$ cat src/rtl/pc_fetch_ctrl_pkg.sv
`default_nettype none
// ============================================================================
// Module   : pc_fetch_ctrl_pkg
// Purpose  : Shared definitions for the IF-stage PC/fetch-request unit:
//            fetch FSM state encodings and the default reset/exception vectors.
// Revision : 1.0 - initial release
// ============================================================================
package pc_fetch_ctrl_pkg;

    localparam int unsigned C_STATE_W = 2;

    // Fetch FSM states
    localparam logic [C_STATE_W-1:0] S_BOOT  = 2'd0;  // first cycle after reset
    localparam logic [C_STATE_W-1:0] S_REQ   = 2'd1;  // request outstanding
    localparam logic [C_STATE_W-1:0] S_STALL = 2'd2;  // IF stalled, no request
    localparam logic [C_STATE_W-1:0] S_ADEL  = 2'd3;  // misaligned pc trapped

    // Default vectors / geometry
    localparam logic [31:0] C_DEF_RESET_VECTOR = 32'hBFC0_0000;
    localparam logic [31:0] C_DEF_EXC_VECTOR   = 32'hBFC0_0380;
    localparam int unsigned C_DEF_INC          = 4;
    localparam int unsigned C_DEF_ALIGN_BITS   = 2;

endpackage
`default_nettype wire

$ cat src/rtl/pc_fetch_ctrl_target_sel.sv
`default_nettype none
// ============================================================================
// Module   : pc_target_sel
// Purpose  : Combinational next-PC selection for the fetch unit.
//            Priority: exc > redirect > pending redirect > pc + INC.
//            Also flags a selected target whose low ALIGN_BITS are non-zero.
// Ports    : exc, redirect, redirect_pc - current-cycle control-flow events
//            pend, pend_pc              - buffered redirect from a busy request
//            pc                         - current architectural PC
//            tgt                        - selected next PC
//            misaligned                 - tgt violates alignment
// Revision : 1.0 - initial release
// ============================================================================
module pc_target_sel
    import pc_fetch_ctrl_pkg::*;
#(
    parameter int unsigned     WIDTH      = 32,
    parameter logic [WIDTH-1:0] EXC_VECTOR = WIDTH'(C_DEF_EXC_VECTOR),
    parameter int unsigned     INC        = C_DEF_INC,
    parameter int unsigned     ALIGN_BITS = C_DEF_ALIGN_BITS
) (
    input  logic             exc,
    input  logic             redirect,
    input  logic [WIDTH-1:0] redirect_pc,
    input  logic             pend,
    input  logic [WIDTH-1:0] pend_pc,
    input  logic [WIDTH-1:0] pc,
    output logic [WIDTH-1:0] tgt,
    output logic             misaligned
);

    logic [WIDTH-1:0] w_seq_pc;

    // Wraps modulo 2^WIDTH by construction
    assign w_seq_pc = pc + WIDTH'(INC);

    always_comb begin
        tgt = w_seq_pc;
        if (exc) begin
            tgt = EXC_VECTOR;
        end else if (redirect) begin
            tgt = redirect_pc;
        end else if (pend) begin
            tgt = pend_pc;
        end
    end

    generate
        if (ALIGN_BITS > 0) begin : g_align_chk
            assign misaligned = |tgt[ALIGN_BITS-1:0];
        end else begin : g_no_align_chk
            assign misaligned = 1'b0;
        end
    endgenerate

endmodule
`default_nettype wire

$ cat src/rtl/pc_fetch_ctrl.sv
`default_nettype none
// ============================================================================
// Module   : pc_fetch_ctrl
// Purpose  : IF-stage PC holder and instruction-fetch request generator.
//            Issues one request per PC, advances by increment, redirect or
//            exception vector, buffers redirects that arrive while a request
//            is outstanding (flagging the accepted fetch for squash) and traps
//            misaligned PCs as AdEL without issuing a request.
// Ports    : clk, rst          - clock, synchronous active-high reset
//            en                - pipeline advance enable (0 = IF stall)
//            redirect/_pc      - branch/jump redirect strobe and target
//            exc               - exception/flush strobe (target EXC_VECTOR)
//            inst_addr_ok      - memory accepted current request
//            inst_req/_addr    - registered request and address
//            pc                - architectural PC
//            fetch_pc          - PC of the last accepted request
//            squash            - last accepted fetch is wrong-path (1 cycle)
//            adel              - misaligned pc trapped, held until exc
// Revision : 1.0 - initial release
// ============================================================================
module pc_fetch_ctrl
    import pc_fetch_ctrl_pkg::*;
#(
    parameter int unsigned      WIDTH        = 32,
    parameter logic [WIDTH-1:0] RESET_VECTOR = WIDTH'(C_DEF_RESET_VECTOR),
    parameter logic [WIDTH-1:0] EXC_VECTOR   = WIDTH'(C_DEF_EXC_VECTOR),
    parameter int unsigned      INC          = C_DEF_INC,
    parameter int unsigned      ALIGN_BITS   = C_DEF_ALIGN_BITS
) (
    input  logic             clk,
    input  logic             rst,
    input  logic             en,
    input  logic             redirect,
    input  logic [WIDTH-1:0] redirect_pc,
    input  logic             exc,
    input  logic             inst_addr_ok,
    output logic             inst_req,
    output logic [WIDTH-1:0] inst_addr,
    output logic [WIDTH-1:0] pc,
    output logic [WIDTH-1:0] fetch_pc,
    output logic             squash,
    output logic             adel
);

    logic [C_STATE_W-1:0] r_state;
    logic                 r_inst_req;
    logic [WIDTH-1:0]     r_inst_addr;
    logic [WIDTH-1:0]     r_pc;
    logic [WIDTH-1:0]     r_fetch_pc;
    logic                 r_squash;
    logic                 r_adel;
    logic                 r_pend;
    logic                 r_pend_exc;   // buffered event is an exception
    logic [WIDTH-1:0]     r_pend_pc;

    logic [WIDTH-1:0]     w_tgt;
    logic                 w_tgt_misaligned;
    logic                 w_handshake;
    logic                 w_event;

    assign w_handshake = r_inst_req & inst_addr_ok;
    assign w_event     = exc | redirect;

    pc_target_sel #(
        .WIDTH      (WIDTH),
        .EXC_VECTOR (EXC_VECTOR),
        .INC        (INC),
        .ALIGN_BITS (ALIGN_BITS)
    ) u_target_sel (
        .exc         (exc),
        .redirect    (redirect),
        .redirect_pc (redirect_pc),
        .pend        (r_pend),
        .pend_pc     (r_pend_pc),
        .pc          (r_pc),
        .tgt         (w_tgt),
        .misaligned  (w_tgt_misaligned)
    );

    always_ff @(posedge clk) begin
        if (rst) begin
            r_state     <= S_BOOT;
            r_inst_req  <= 1'b0;
            r_inst_addr <= RESET_VECTOR;
            r_pc        <= RESET_VECTOR;
            r_fetch_pc  <= RESET_VECTOR;
            r_squash    <= 1'b0;
            r_adel      <= 1'b0;
            r_pend      <= 1'b0;
            r_pend_exc  <= 1'b0;
            r_pend_pc   <= RESET_VECTOR;
        end else begin
            r_squash <= 1'b0;
            case (r_state)
                // No request in flight: events load the pc directly and
                // nothing needs squashing. pend is always clear here.
                S_BOOT, S_STALL: begin
                    if (w_event) begin
                        r_pc <= w_tgt;
                        if (w_tgt_misaligned) begin
                            r_state    <= S_ADEL;
                            r_adel     <= 1'b1;
                            r_inst_req <= 1'b0;
                        end else if (en) begin
                            r_state     <= S_REQ;
                            r_inst_req  <= 1'b1;
                            r_inst_addr <= w_tgt;
                        end else begin
                            r_state <= S_STALL;
                        end
                    end else if (en) begin
                        r_state     <= S_REQ;
                        r_inst_req  <= 1'b1;
                        r_inst_addr <= r_pc;
                    end else begin
                        r_state <= S_STALL;
                    end
                end

                // Request outstanding: address is frozen until accepted.
                S_REQ: begin
                    if (w_handshake) begin
                        r_fetch_pc <= r_pc;
                        r_pc       <= w_tgt;
                        // The accepted fetch followed the old pc; any
                        // control-flow change seen during it is wrong-path.
                        r_squash   <= w_event | r_pend;
                        r_pend     <= 1'b0;
                        r_pend_exc <= 1'b0;
                        if (w_tgt_misaligned) begin
                            r_state    <= S_ADEL;
                            r_adel     <= 1'b1;
                            r_inst_req <= 1'b0;
                        end else if (en) begin
                            r_state     <= S_REQ;
                            r_inst_addr <= w_tgt;
                        end else begin
                            r_state    <= S_STALL;
                            r_inst_req <= 1'b0;
                        end
                    end else if (exc) begin
                        r_pend     <= 1'b1;
                        r_pend_exc <= 1'b1;
                        r_pend_pc  <= EXC_VECTOR;
                    end else if (redirect && !r_pend_exc) begin
                        // A buffered exception must not be displaced by a
                        // later redirect.
                        r_pend    <= 1'b1;
                        r_pend_pc <= redirect_pc;
                    end
                end

                // Trapped: only an exception recovers.
                S_ADEL: begin
                    if (exc) begin
                        r_pc   <= EXC_VECTOR;
                        r_adel <= 1'b0;
                        if (en) begin
                            r_state     <= S_REQ;
                            r_inst_req  <= 1'b1;
                            r_inst_addr <= EXC_VECTOR;
                        end else begin
                            r_state <= S_STALL;
                        end
                    end
                end

                default: begin
                    r_state    <= S_BOOT;
                    r_inst_req <= 1'b0;
                end
            endcase
        end
    end

    assign inst_req  = r_inst_req;
    assign inst_addr = r_inst_addr;
    assign pc        = r_pc;
    assign fetch_pc  = r_fetch_pc;
    assign squash    = r_squash;
    assign adel      = r_adel;

endmodule
`default_nettype wire

$ cat config.mk
export PLATFORM = sky130hd
export DESIGN_NAME = pc_fetch_ctrl
export DESIGN_NICKNAME = d
export VERILOG_FILES = /design/src/rtl/pc_fetch_ctrl_pkg.sv /design/src/rtl/pc_fetch_ctrl_target_sel.sv /design/src/rtl/pc_fetch_ctrl.sv
export SDC_FILE = /design/constraint.sdc
export NUM_CORES = 1
export LEC_CHECK = 0
export CAP_MARGIN = 20
export CORE_MARGIN = 4
export CORE_UTILIZATION = 47
export DETAILED_ROUTE_END_ITERATION = 10
export GPL_TIMING_DRIVEN = 0
export PLACE_DENSITY = 0.89
export SYNTH_ARGS = -nofsm -noshare
export SYNTH_HDL_FRONTEND = slang
export SYNTH_HIERARCHICAL = 1
export SYNTH_SLANG_ARGS = --single-unit
$ cat constraint.sdc
create_clock -name clk -period 2.6 [get_ports clk]
set_clock_uncertainty 0.1 [all_clocks]
set_input_delay 0.26 -clock clk [delete_from_list [all_inputs] [get_ports clk]]
set_output_delay 0.26 -clock clk [all_outputs]
set_load 0.01 [all_outputs]
==> impl_metrics.py <==
metrics = {
    "critical_path": {
        "r2r_cells": 9,
        "r2r_start": "r_pend$_SDFFE_PP0P_",
        "crit_path_max_fanout": 10,
        "reg2reg_slack_ps": 10,
        "cp-start-kind": "flip-flop",
        "critPathKind": "reg2reg",
        "end_kind": "flip-flop",
        "r2r-end": "inst_addr[4]$_SDFFE_PP0P_",
        "arrival_ps": 2780,
        "required_ps": 2790,
    },
    "detailed_routing": {
        "drc": 0,
        "vias": 7394,
        "viasPerCell": 6.234,
        "firstDrtPassIters": 6,
        "ant_nets": 0,
        "wl_um": 24100,
        "drtIter0Drc": 1046,
        "wl_per_cell_um": 20.32,
    },
    "placement": {
        "dpl.hpwl_um": 16870,
        "place.gp.congestion": 0.9429,
        "io_buffer_count": 135,
    },
    "floorplan": {
        "rows": 43,
        "core-area_um2": 14040,
        "dieHeight_um": 128.3,
        "die_x_um": 128.3,
        "start_util": 0.4840,
        "die_area_um2": 16450,
        "ioPinCount": 137,
    },
    "power_and_ir_drop": {
        "total_power_uw": 5922,
        "combPwrFrac": 0.189,
        "p_int_uw": 4234,
        "p_sw_uw": 1687,
        "p_sw_frac": 0.2850,
        "ir_drop_uv": 565.0,
        "p_seq_frac": 0.393,
        "clkPwrFrac": 0.418,
        "power_density_nw_per_um2": 639.6,
        "static-leakage-power_uw": 0.003414,
    },
    "clocking": {
        "clkSinkCount": 135,
        "numCtsBuffers": 17,
        "cts_hold_buf": 0,
        "htree_levels": 4,
        "clk_latency_ps": 430,
        "cts-root-buf": "clkbuf_16",
        "cts_tree": "yes",
        "clock_tree.buffer_depth": 2,
        "cts.reportedPaths.clkPinSlew_ps": 60,
    },
    "final_layout": {
        "drive_gt1_frac": 0.1680,
        "fin_nets": 1032,
        "n_fill_cell": 1091,
        "antennaDiodeCount": 0,
        "final_core_util": 0.6593,
        "area.growth.synth_to_final_pct": 36.21,
    },
    "timing": {
        "period_minus_slack_ps": 2586,
        "final_hold_viol_count": 0,
        "drv_slew": 0,
        "post-route-period-util": 0.9946,
        "setup_viol": 0,
        "clock.fmax_mhz": 386.7,
        "relSlewSlack": 0.4987,
        "worst_slew_pin_slew_ps": 749.2,
        "rsz0062_at_grt": "yes",
    },
    "worst_hold_path": {
        "holdPathEnd": "pc[31]$_SDFFE_PP1P_",
        "hold_path_class": "in2reg",
        "hp-start": "rst",
        "hold_depth": 3,
    },
    "yosys": {
        "postSynth.asyncResetShare": 0,
        "synth-xor-area-share": 0.02964,
        "synthAdderAreaFrac": 0.001841,
        "synthSimpleGateAreaFrac": 0.2447,
        "yosys-top-cells-area": "dfxtp_1 (40%), nand2_1 (6.1%), a21oi_1 (5.3%), nor2_1 (4.6%), mux2_2 (4.3%)",
        "synth.largest_area_cell": "dfxtp_1",
        "synth_edf_count": 0,
        "netlist_area_um2": 6797,
        "synth_top_family_by_area": "simple AND/OR/NAND/NOR gates",
        "ys_ff_latch": 135,
        "synth-compound-area-share": 0.2178,
        "ys.flop_type": "dfxtp_1",
        "syn_nets": 866,
        "yosysWarnings": 6,
        "synth_top_area_frac": 0.3976,
        "synth_mux_area_frac": 0.05725,
        "syn_inst": 827,
        "yosysUniqueCellTypes": 67,
        "synth.avg_cell_area_um2": 8.218,
        "seq_area_frac_synth": 0.3976,
    },
    "global_routing": {
        "grt_pass1_wl_um": 37070,
        "grt_overflow_total": 0,
        "grt_use_total": 0.2843,
        "antenna_found_initial": 0,
        "grt_max_degree": 17,
        "grt_pass1_vias": 6895,
    },
    "job": {
        "cap_violations": 0,
    },
    "run_status": {
        "status": "finished, final reports clean",
    },
}
==> state kept, by name (all words and copies together), names as in the netlist <==
name        cells
r_pend_pc      32
inst_addr      32
inst_req        1
r_pend          1
pc             32
fetch_pc       32
r_state         2
squash          1
adel            1
r_pend_exc      1
==> kinds of logic after synthesis <==
group / Yosys count
xor gates and xnor gates: 23
muxes: 35
adders and majority gates: 1
AOI/OAI and AO/OA: 219
and+or+nand+nor: 337
buffers and inverters: 77
DFF: 135
==> critical path, stage by stage (launching register included) <==
cell and delay, ps:
dfxtp_4 380, mux2_2 340, nand2_1 90, a21oi_1 150, or2_4 320, nor2b_4 160
buf_6 170, mux2_1 350, a221oi_1 300, nor3_1 80
==> through the flow <==
step	setup WS (ps)	std cells	hold slack, ps	area [um2]	setup TNS, ps
floorplan	103.0	827	271.8	6797	0
global placement	-1042	1142	334.4	8373	-36510
detailed placement	-1096	1142	341.0	8373	-37600
CTS	2.666	1179	266.9	9091	0
global route	-66.79	1186	352.0	9258	-934.8
finish	14.15	1186	313.0	9258	0
==> synth_stat cells, types with 3 or more instances <==
cell      count
nor2_1       84
a21oi_1      72
o21a_1        3
clkbuf_1     33
a31oi_1       3
xnor2_1       6
o21ai_0      32
dfxtp_1     135
nand3b_1     21
a22oi_1      28
nand4_1      11
and3_1        5
a211oi_1      4
o22ai_1      12
o22a_1        3
inv_1         8
nor2b_1       4
mux2_2       26
nor3_1       52
nand3_1      15
buf_2        28
nor4_1        3
a221oi_1     18
or3_1         3
a222oi_1      3
nand4b_1      3
mux2i_1       4
nand2b_1      7
o21ai_1      12
xor2_1       17
nand2_1     111
o221a_2       4
a221oi_2     10
mux2_1        5
==> placed cells by master (no fill, tap or decap), types with 4 or more instances in the layout <==
master,n
clkdlybuf4s50_1,133
dfxtp_1,114
nand2_1,110
nor2_1,82
a21oi_1,72
nor3_1,50
o21ai_0,32
clkbuf_1,30
a22oi_1,28
buf_2,26
mux2_2,25
nand3b_1,21
clkbuf_16,17
xor2_1,17
dfxtp_2,15
a221oi_1,14
nand3_1,14
buf_4,13
a221oi_2,13
o22ai_1,12
o21ai_1,12
nand4_1,11
inv_1,8
nand2b_1,7
dfxtp_4,6
xnor2_1,6
buf_6,5
mux2_1,5
clkbuf_8,5
clkinv_2,5
and3_1,5
o221a_2,4
nor2b_1,4
a211oi_1,4
mux2i_1,4
==> metal layers <==
metal,vias up,GRT usage,wire [um]
li1,3328,-,-
met1,3410,0.3836,9705
met2,549,0.4300,10740
met3,107,0.07292,2736
met4,0,0.1217,916
met5,-,0,0
==> power by group through the flow <==
stage               sequential [uW]  combinational (uW)  clock [uW]
finish                         2330                1120        2470
global route                   2340                1190        2570
CTS                            2330                1060        2480
detailed placement             2370                1040           0
global placement               2360                1020           0
floorplan                      2370                 581           0
==> worst max-delay path by stage <==
stage	start	end
finish	r_pend$_SDFFE_PP0P_	inst_addr[4]$_SDFFE_PP0P_
global route	r_pend$_SDFFE_PP0P_	inst_addr[2]$_SDFFE_PP0P_
CTS	pc[2]$_SDFFE_PP0P_	inst_addr[16]$_SDFFE_PP0P_
detailed placement	redirect	inst_addr[20]$_SDFFE_PP0P_
global placement	redirect	inst_addr[20]$_SDFFE_PP0P_
floorplan	pc[2]$_SDFFE_PP0P_	inst_addr[18]$_SDFFE_PP0P_
==> area by class of cell <==
cell class	instances	area, um2	area share
clock buffers	22	494.2	0.05339
flip-flops and latches	135	2744	0.2964
well taps	180	225.2	0.02433
multi-input cells	615	3864	0.4174
inverters	10	40.04	0.004325
plain buffers	67	330.3	0.03568
clock inverters	10	117.6	0.01270
repair buffers	147	1443	0.1558
==> timing repair <==
action,in CTS,in global routing
endpoints found under the setup margin,42,25
buffers inserted,5,7
gates resized for setup,29,32
pin swaps,3,8
No activity file was read; power rests on OpenSTA's default activity.
